$ cat src/rtl/cpu_pkg.sv
// Shared CPU definitions: word width, responder FSM encoding and the
// load/store opcodes the initiator maps onto req_we.
package cpu_pkg;
  localparam int DATA_W = 16;

  typedef enum logic [1:0] {
    IDLE = 2'd0,
    WAIT = 2'd1,
    RESP = 2'd2
  } state_t;

  localparam logic [2:0] OP_ST = 3'b011;
  localparam logic [2:0] OP_LD = 3'b100;

  function automatic logic op_is_store(input logic [2:0] op);
    return op == OP_ST;
  endfunction
endpackage

$ cat src/rtl/dmem_array.sv
// Synchronous single-port word RAM; rdata is registered and only moves on
// an enabled access, so it holds across the response phase.
module dmem_array #(
  parameter int DATA_W = 16,
  parameter int ADDR_W = 8
) (
  input  logic              clk,
  input  logic              en,
  input  logic              we,
  input  logic [ADDR_W-1:0] addr,
  input  logic [DATA_W-1:0] wdata,
  output logic [DATA_W-1:0] rdata
);
  logic [DATA_W-1:0] mem [2**ADDR_W];

  always_ff @(posedge clk) begin
    if (en) begin
      if (we) mem[addr] <= wdata;
      rdata <= mem[addr];
    end
  end
endmodule

$ cat src/rtl/dmem_responder.sv
// Data-memory responder: one outstanding word request, answered after
// LATENCY wait states, with an out-of-range error path.
module dmem_responder #(
  parameter int DATA_W  = cpu_pkg::DATA_W,
  parameter int ADDR_W  = 8,
  parameter int LATENCY = 2
) (
  input  logic              clk,
  input  logic              rst,
  input  logic              req_valid,
  output logic              req_ready,
  input  logic              req_we,
  input  logic [15:0]       req_addr,
  input  logic [DATA_W-1:0] req_wdata,
  output logic              rsp_valid,
  input  logic              rsp_ready,
  output logic [DATA_W-1:0] rsp_rdata,
  output logic              rsp_err
);
  import cpu_pkg::*;

  localparam bit         ZL     = (LATENCY == 0);
  localparam logic [3:0] LAT_M1 = 4'(LATENCY - 1);

  state_t              state, nxt;
  logic [3:0]          cnt;
  logic                we_q, err_q;
  logic [ADDR_W-1:0]   addr_q;
  logic [DATA_W-1:0]   wdata_q;
  logic                acc, oor, fire;
  logic                mem_en, mem_we;
  logic [ADDR_W-1:0]   mem_addr;
  logic [DATA_W-1:0]   mem_wdata, mem_rdata;

  assign acc = req_valid && (state == IDLE);
  // Shifting by ADDR_W keeps the check legal (and constant 0) when ADDR_W==16.
  assign oor = (req_addr >> ADDR_W) != 16'd0;

  // Zero latency performs the access on the accept edge straight off the bus.
  assign fire      = ZL ? acc : (state == WAIT && cnt == 4'd0);
  assign mem_addr  = ZL ? req_addr[ADDR_W-1:0] : addr_q;
  assign mem_we    = ZL ? req_we : we_q;
  assign mem_wdata = ZL ? req_wdata : wdata_q;
  assign mem_en    = fire && !(ZL ? oor : err_q);

  dmem_array #(.DATA_W(DATA_W), .ADDR_W(ADDR_W)) u_array (
    .clk   (clk),
    .en    (mem_en),
    .we    (mem_we),
    .addr  (mem_addr),
    .wdata (mem_wdata),
    .rdata (mem_rdata)
  );

  always_comb begin
    nxt = state;
    case (state)
      IDLE:    if (acc) nxt = ZL ? RESP : WAIT;
      WAIT:    if (cnt == 4'd0) nxt = RESP;
      RESP:    if (rsp_ready) nxt = IDLE;
      default: nxt = IDLE;
    endcase
  end

  always_ff @(posedge clk or posedge rst) begin
    if (rst) begin
      state   <= IDLE;
      cnt     <= 4'd0;
      we_q    <= 1'b0;
      err_q   <= 1'b0;
      addr_q  <= '0;
      wdata_q <= '0;
    end else begin
      state <= nxt;
      if (acc) begin
        we_q    <= req_we;
        err_q   <= oor;
        addr_q  <= req_addr[ADDR_W-1:0];
        wdata_q <= req_wdata;
        cnt     <= LAT_M1;
      end else if (state == WAIT && cnt != 4'd0) begin
        cnt <= cnt - 4'd1;
      end
    end
  end

  assign req_ready = (state == IDLE);
  assign rsp_valid = (state == RESP);
  assign rsp_err   = rsp_valid && err_q;
  assign rsp_rdata = (rsp_valid && !we_q && !err_q) ? mem_rdata : '0;
endmodule

$ cat config.mk
export PLATFORM = sky130hd
export DESIGN_NAME = dmem_responder
export DESIGN_NICKNAME = d
export VERILOG_FILES = /design/src/rtl/cpu_pkg.sv /design/src/rtl/dmem_array.sv /design/src/rtl/dmem_responder.sv
export SDC_FILE = /design/constraint.sdc
export NUM_CORES = 2
export LEC_CHECK = 0
export BUFFER_PORTS_ARGS = -buffer_cell sky130_fd_sc_hd__buf_2
export CAP_MARGIN = 20
export CORE_MARGIN = 1
export CORE_UTILIZATION = 55
export CTS_CLUSTER_DIAMETER = 50
export DETAILED_ROUTE_END_ITERATION = 6
export PLACE_DENSITY = 0.75
export SYNTH_ARGS = -nofsm -noshare
export SYNTH_HDL_FRONTEND = slang
export SYNTH_HIERARCHICAL = 1
export SYNTH_SLANG_ARGS = --single-unit
$ cat constraint.sdc
create_clock -name clk -period 9.9 [get_ports clk]
set_clock_uncertainty 0.1 [all_clocks]
set_input_delay 0.495 -clock clk [delete_from_list [all_inputs] [get_ports clk]]
set_output_delay 0.495 -clock clk [all_outputs]
set_load 0.01 [all_outputs]
# == Word level (Yosys, flattened, before mapping) ==
# Memories as Yosys holds them, arrays and structs flattened. A register that Yosys moved wholly into a read port is not among the register bits.
# Cells that the tools add are included.
# classes
add_sub_neg,1
mul,0
div_mod_pow,0
n_lt_le_gt_ge,0
eq_ne,5
shift,0
mux,10
bitwise_logic,0
n_reduce_logical,15
# ops
operator,count
$mux W16,1
$reduce_bool A16 Y1,1
$mux W4,2
$logic_and A1 B1 Y1,7
$mux W2,3
$pmux W2 S3,1
$logic_not A4 Y1,1
$ne A2 B1 Y1 const B,2
$reduce_bool A4 Y1,1
$sub A4 B1 Y4 const B,1
$mux W1,3
$reduce_and A3 Y1,1
$eq A2 B1 Y1 const B,1
$eq A2 B2 Y1 const B,1
$logic_not A1 Y1,2
$logic_not A2 Y1,1
$ne A2 B2 Y1 const B,1
$reduce_bool A2 Y1,1
# word_totals
reg_bits,32
latch_bits,0
mem_bits_rw,4096
rom_bits,0
input_bits,37
output_inout_bits,19
word_cells,38
memories,1
# memory_table
name,words,word_bits,rd,rd_clocked_by_memory_dff,wr,line_no,rtl
u_array.mem,256,16,1,1,1,dmem_array.sv:14,logic [DATA_W-1:0] mem [2**ADDR_W];

# == Longest topological paths before layout ==
# logic_depth
ltp_word,5
depth_mapped,9
mapped_depth_nobuf,8

# == By module ==
# Netlist, hierarchy kept.
# by_module_without_submodules
mod,n_inst,cells_per_inst,area_each_um2,seq_area_each_um2
dmem_array,1,6704,155241.4,123478.4
dmem_responder,1,115,1476.4,800.8

# == Worst setup path after synthesis ==
# OpenSTA, ideal clock, no wires.
# synth_path
kind,register -> register
from,register cnt[0]
to,memory u_array.mem[105][0] (enable)
setup_time_ps,388
arrival_time_ps,4010
t_required_ps,9412
setup_slack_ps,5402
stages_incl_launch_ff,10
n_path_buf,1
period_less_slack_ps,4498
path_cell_list,dfrtp_1 inv_1 ha_1 or3b_4 nor3_1 nand2_1 nor3b_1 nand2_1 clkbuf_1 nor2_1
# synth_between
elab_chain_cells,5
# synth_lines
item,line_no,rtl
from (decl),dmem_responder.sv:26,logic [3:0] cnt;
from (signal assigned),dmem_responder.sv:82,cnt <= cnt - 4'd1;
$logic_not A4 Y1,dmem_responder.sv:40,assign fire = ZL ? acc : (state == WAIT && cnt == 4'd0);
$logic_and A1 B1 Y1,dmem_responder.sv:40,
$logic_and A1 B1 Y1,dmem_responder.sv:44,assign mem_en = fire && !(ZL ? oor : err_q);
net mem_en,dmem_responder.sv:31,"logic mem_en, mem_we;"
$mux W1,dmem_array.sv:17,if (en) begin
$mux W1 (implied by the code),dmem_array.sv:18,if (we) mem[addr] <= wdata;
to (decl),dmem_array.sv:14,
# The timed path passes the listed nets, and every way through them passes these cells.

==> flow_metrics.py <==
metrics = {
    "status": {
        "status": "finished, violations left",
        "failed_checks": "slew limit",
    },
    "sta": {
        "setup_viol": 0,
        "tightest_slew_ns": 1.72,
        "hold_viol": 0,
        "drv_slew": 99,
        "period_share": 0.563,
        "setup_tns_ns": 0,
        "rsz0062_at_grt": "no",
        "fmax_ghz": 0.179,
        "fin_crit_ns": 5.57,
        "timing.slew.headroom": -0.149,
        "fin_ws_ns": 4.33,
    },
    "critical_path": {
        "worstSetupStartpointType": "flop",
        "path_buf_inv": 3,
        "crit_required_ns": 10.42,
        "r2r_setup_slack_ns": 4.33,
        "crit_fanout": 109,
        "worstSetupPathType": "reg2reg",
        "max_stage_delay_ns": 0.96,
        "path_common_cell": "buf_4",
        "critical_path_arrival_ns": 6.10,
        "end_kind": "flop",
        "crit_chain": "buf_12, buf_4, buf_4, mux4_2, a22oi_1, a21oi_1, o41ai_2, nand4_1",
        "cp_slowest_cell": "o41ai_2",
        "crit_family": "buffers and inverters",
    },
    "global_route": {
        "grt_usage": 0.278,
        "gr-total-overflow": 0,
        "grt_max_degree": 210,
        "antenna_found_initial": 21,
        "grt_pass1_wl_mm": 567,
        "grt_pass1_vias": 77800,
    },
    "power_and_ir_drop": {
        "irDropWorstVdd_mv": 0.407,
        "power_frac_seq": 0.437,
        "netSwitchingFraction": 0.317,
        "p_int_mw": 35.6,
        "p_comb_frac": 0.278,
        "net-switching-power_mw": 16.5,
        "p_per_area_nw_per_um2": 295,
        "p_total_mw": 52.2,
        "p_clk_frac": 0.285,
        "p_leak_nw": 54.3,
    },
    "clocking": {
        "cts_tree": "done",
        "cts_setup_buffers": 0,
        "clock_latency_ns": 0.91,
        "clock-sinks": 4144,
        "h-tree-depth": 5,
        "cts.clk_slew.worst_paths_ns": 0.06,
        "cts_inserted_buffers": 404,
        "clockRootBuffer": "clkbuf_16",
        "clockBufferDepth": 4,
    },
    "drt": {
        "ant_nets": 0,
        "via_count": 77900,
        "drt-total-wl_mm": 400,
        "drt_iter0_markers": 12300,
        "drc_errors": 0,
        "dr.pass1.iters": 6,
        "avgRoutedWirePerCell_um": 35.2,
        "avgViaCountPerCell": 6.86,
    },
    "place": {
        "portBuffers": 55,
        "post-dp-hpwl_mm": 220,
        "place.gp.congestion": 0.895,
        "place_inst": 10600,
        "post-place-ws_ns": 4.31,
    },
    "min_path": {
        "hold_class": "in2async",
    },
    "floorplan": {
        "die_y_um": 536,
        "rows": 195,
        "dieArea_um2": 287000,
        "ios": 56,
        "die_w_um": 536,
        "core_area_um2": 283000,
        "initial_utilization": 0.554,
    },
    "cells_and_area": {
        "drive_gt1_frac": 0.281,
        "finalNonFillerCells": 11400,
        "nNetsFinal": 7320,
        "syn2layout_area_growth_pct": 12.7,
        "fill_cells": 17800,
    },
    "logic_synthesis": {
        "synth_edf_count": 4112,
        "syn_area_per_cell_um2": 23.0,
        "netlist_top_cells_area": "edfxtp_1 79%, mux4_2 15%, a22oi_1 2.5%, a21oi_1 0.83%, clkbuf_1 0.64%",
        "synthAdderAreaFrac": 0.000160,
        "muxShareOfSynthArea": 0.149,
        "synth_top_family_by_area": "multiplexers",
        "yosysTopAreaCellShare": 0.788,
        "yosysSeqAreaShare": 0.793,
        "ys_seq_elements": 4144,
        "synthSimpleGateAreaFrac": 0.00996,
        "synth_top_flop_cell": "edfxtp_1",
        "ys_types": 37,
        "yosys.area.top_type": "edfxtp_1",
        "netlist_area_um2": 157000,
        "synth_compound_area_frac": 0.0367,
        "ys.warnings.count": 6,
        "async_flop_share": 0.00772,
        "synth_nets": 6858,
        "synth-xor-area-share": 0,
        "syn_inst": 6819,
    },
    "run": {
        "cap_violations": 0,
    },
}
[cells in the mapped netlist (23+ instances only)]
cell and number:
a21oi_1 260, nor2_1 264, dfrtp_1 32, a22oi_1 512
mux2_2 23, buf_1 32, buf_2 103, o41ai_1 64
clkbuf_1 269, edfxtp_1 4112, nand2_1 30, mux4_2 1024
[path summary, 6_finish.rpt]
check,cells after the start,endpoint,from
max in group asynchronous,4,mem_wdata[14],rst
min,4,mem_wdata[9],rst
max reg2reg,8,u_array/rdata[10],addr_q[0]
min in group clk,3,addr_q[7],req_addr[7]
max,8,u_array/rdata[10],addr_q[0]
min reg2reg,1,cnt[3],cnt[3]
[logic make-up (layout without fill, tap and decap cells)]
logic type / after synthesis / count (layout)
buffers and inverters: 420 / 1204
flip-flops: 4144 / 4144
AND/OR/NAND/NOR: 361 / 361
multiplexers: 1049 / 1049
adder cells (fa/ha/maj): 2 / 2
AO/OA/AOI/OAI: 843 / 843
other: 0 / 9
[power groups by stage]
stage | Combinational (mW) | Sequential [mW] | Clock [mW]
CTS | 14.2 | 22.8 | 14.9
global placement | 13.8 | 23.1 | 0
global route | 15.0 | 22.8 | 15.6
detailed placement | 14.1 | 23.2 | 0
finish | 14.5 | 22.8 | 14.9
floorplan | 7.95 | 24.3 | 0
[placed cells by master, fill, tap and decap left out, drive strengths merged, types with 2 or more instances in the layout]
cell type,Yosys,routed
a22oi,512,512
inv,3,17
edfxtp,4112,4112
a21oi,260,260
nor3,2,2
bufinv,0,31
nor2,264,264
nand2,30,30
or2,2,2
a31oi,2,2
ha,2,2
nand2b,5,5
o41ai,64,64
nor3b,4,4
and2,20,20
nand3,5,5
nor2b,8,8
dfrtp,32,32
clkbuf,269,506
nor4,2,2
diode,0,9
dlygate4sd3,0,31
nand4,16,16
a211oi,2,2
clkinv,0,161
mux4,1024,1024
buf,148,441
clkinvlp,0,17
mux2,25,25
[state kept, by name (all words and copies together), names as in the netlist]
| register | flops |
|---|---|
| cnt | 4 |
| state | 2 |
| mem_we | 1 |
| mem_wdata | 16 |
| addr_q | 8 |
| u_array/mem | 4096 |
| err_q | 1 |
| u_array/rdata | 16 |
[layer usage]
metal  vias up  share of wire  track usage
li1      30300              -            -
met1     40900           0.35        0.381
met2      5871           0.47        0.433
met3       903           0.13       0.0683
met4        16          0.049        0.119
met5         -        0.00026            0
[metrics by stage]
| stage | utilization | cell area (µm²) | hold WS (ns) |
|---|---|---|---|
| 2_1_floorplan | - | 157000 | 0.382 |
| 3_3_place_gp | 0.577 | 163000 | 0.408 |
| 3_5_place_dp | 0.577 | 163000 | 0.427 |
| 4_1_cts | 0.623 | 176000 | 0.136 |
| 5_1_grt | 0.624 | 177000 | 0.210 |
| 6_report | 0.624 | 177000 | 0.171 |
[timing repair]
action                                 in CTS  in global routing
setup endpoints to repair                   0                  0
gates resized for setup                     0                  0
endpoints found under the hold margin      61                  0
hold buffers                               31                  0
[tightest hold or removal path, cell delays in order]
cell and delay [ns]:
dlygate4sd3_1 0.54, buf_2 0.12, inv_1 0.04, buf_4 0.43
[layout make-up]
cell class / instances / area (µm²) / share of cell area
Antenna cell: 9 / 22.5 / 0.000128
Clock buffer: 505 / 10700 / 0.0603
Clock inverter: 223 / 1990 / 0.0113
Inverter: 3 / 11.3 / 0.0000638
Multi-Input combinational cell: 2255 / 30900 / 0.175
Sequential cell: 4144 / 124000 / 0.704
Tap cell: 3743 / 4680 / 0.0265
Timing Repair Buffer: 473 / 3960 / 0.0224
(Power assumes the default switching activity.)
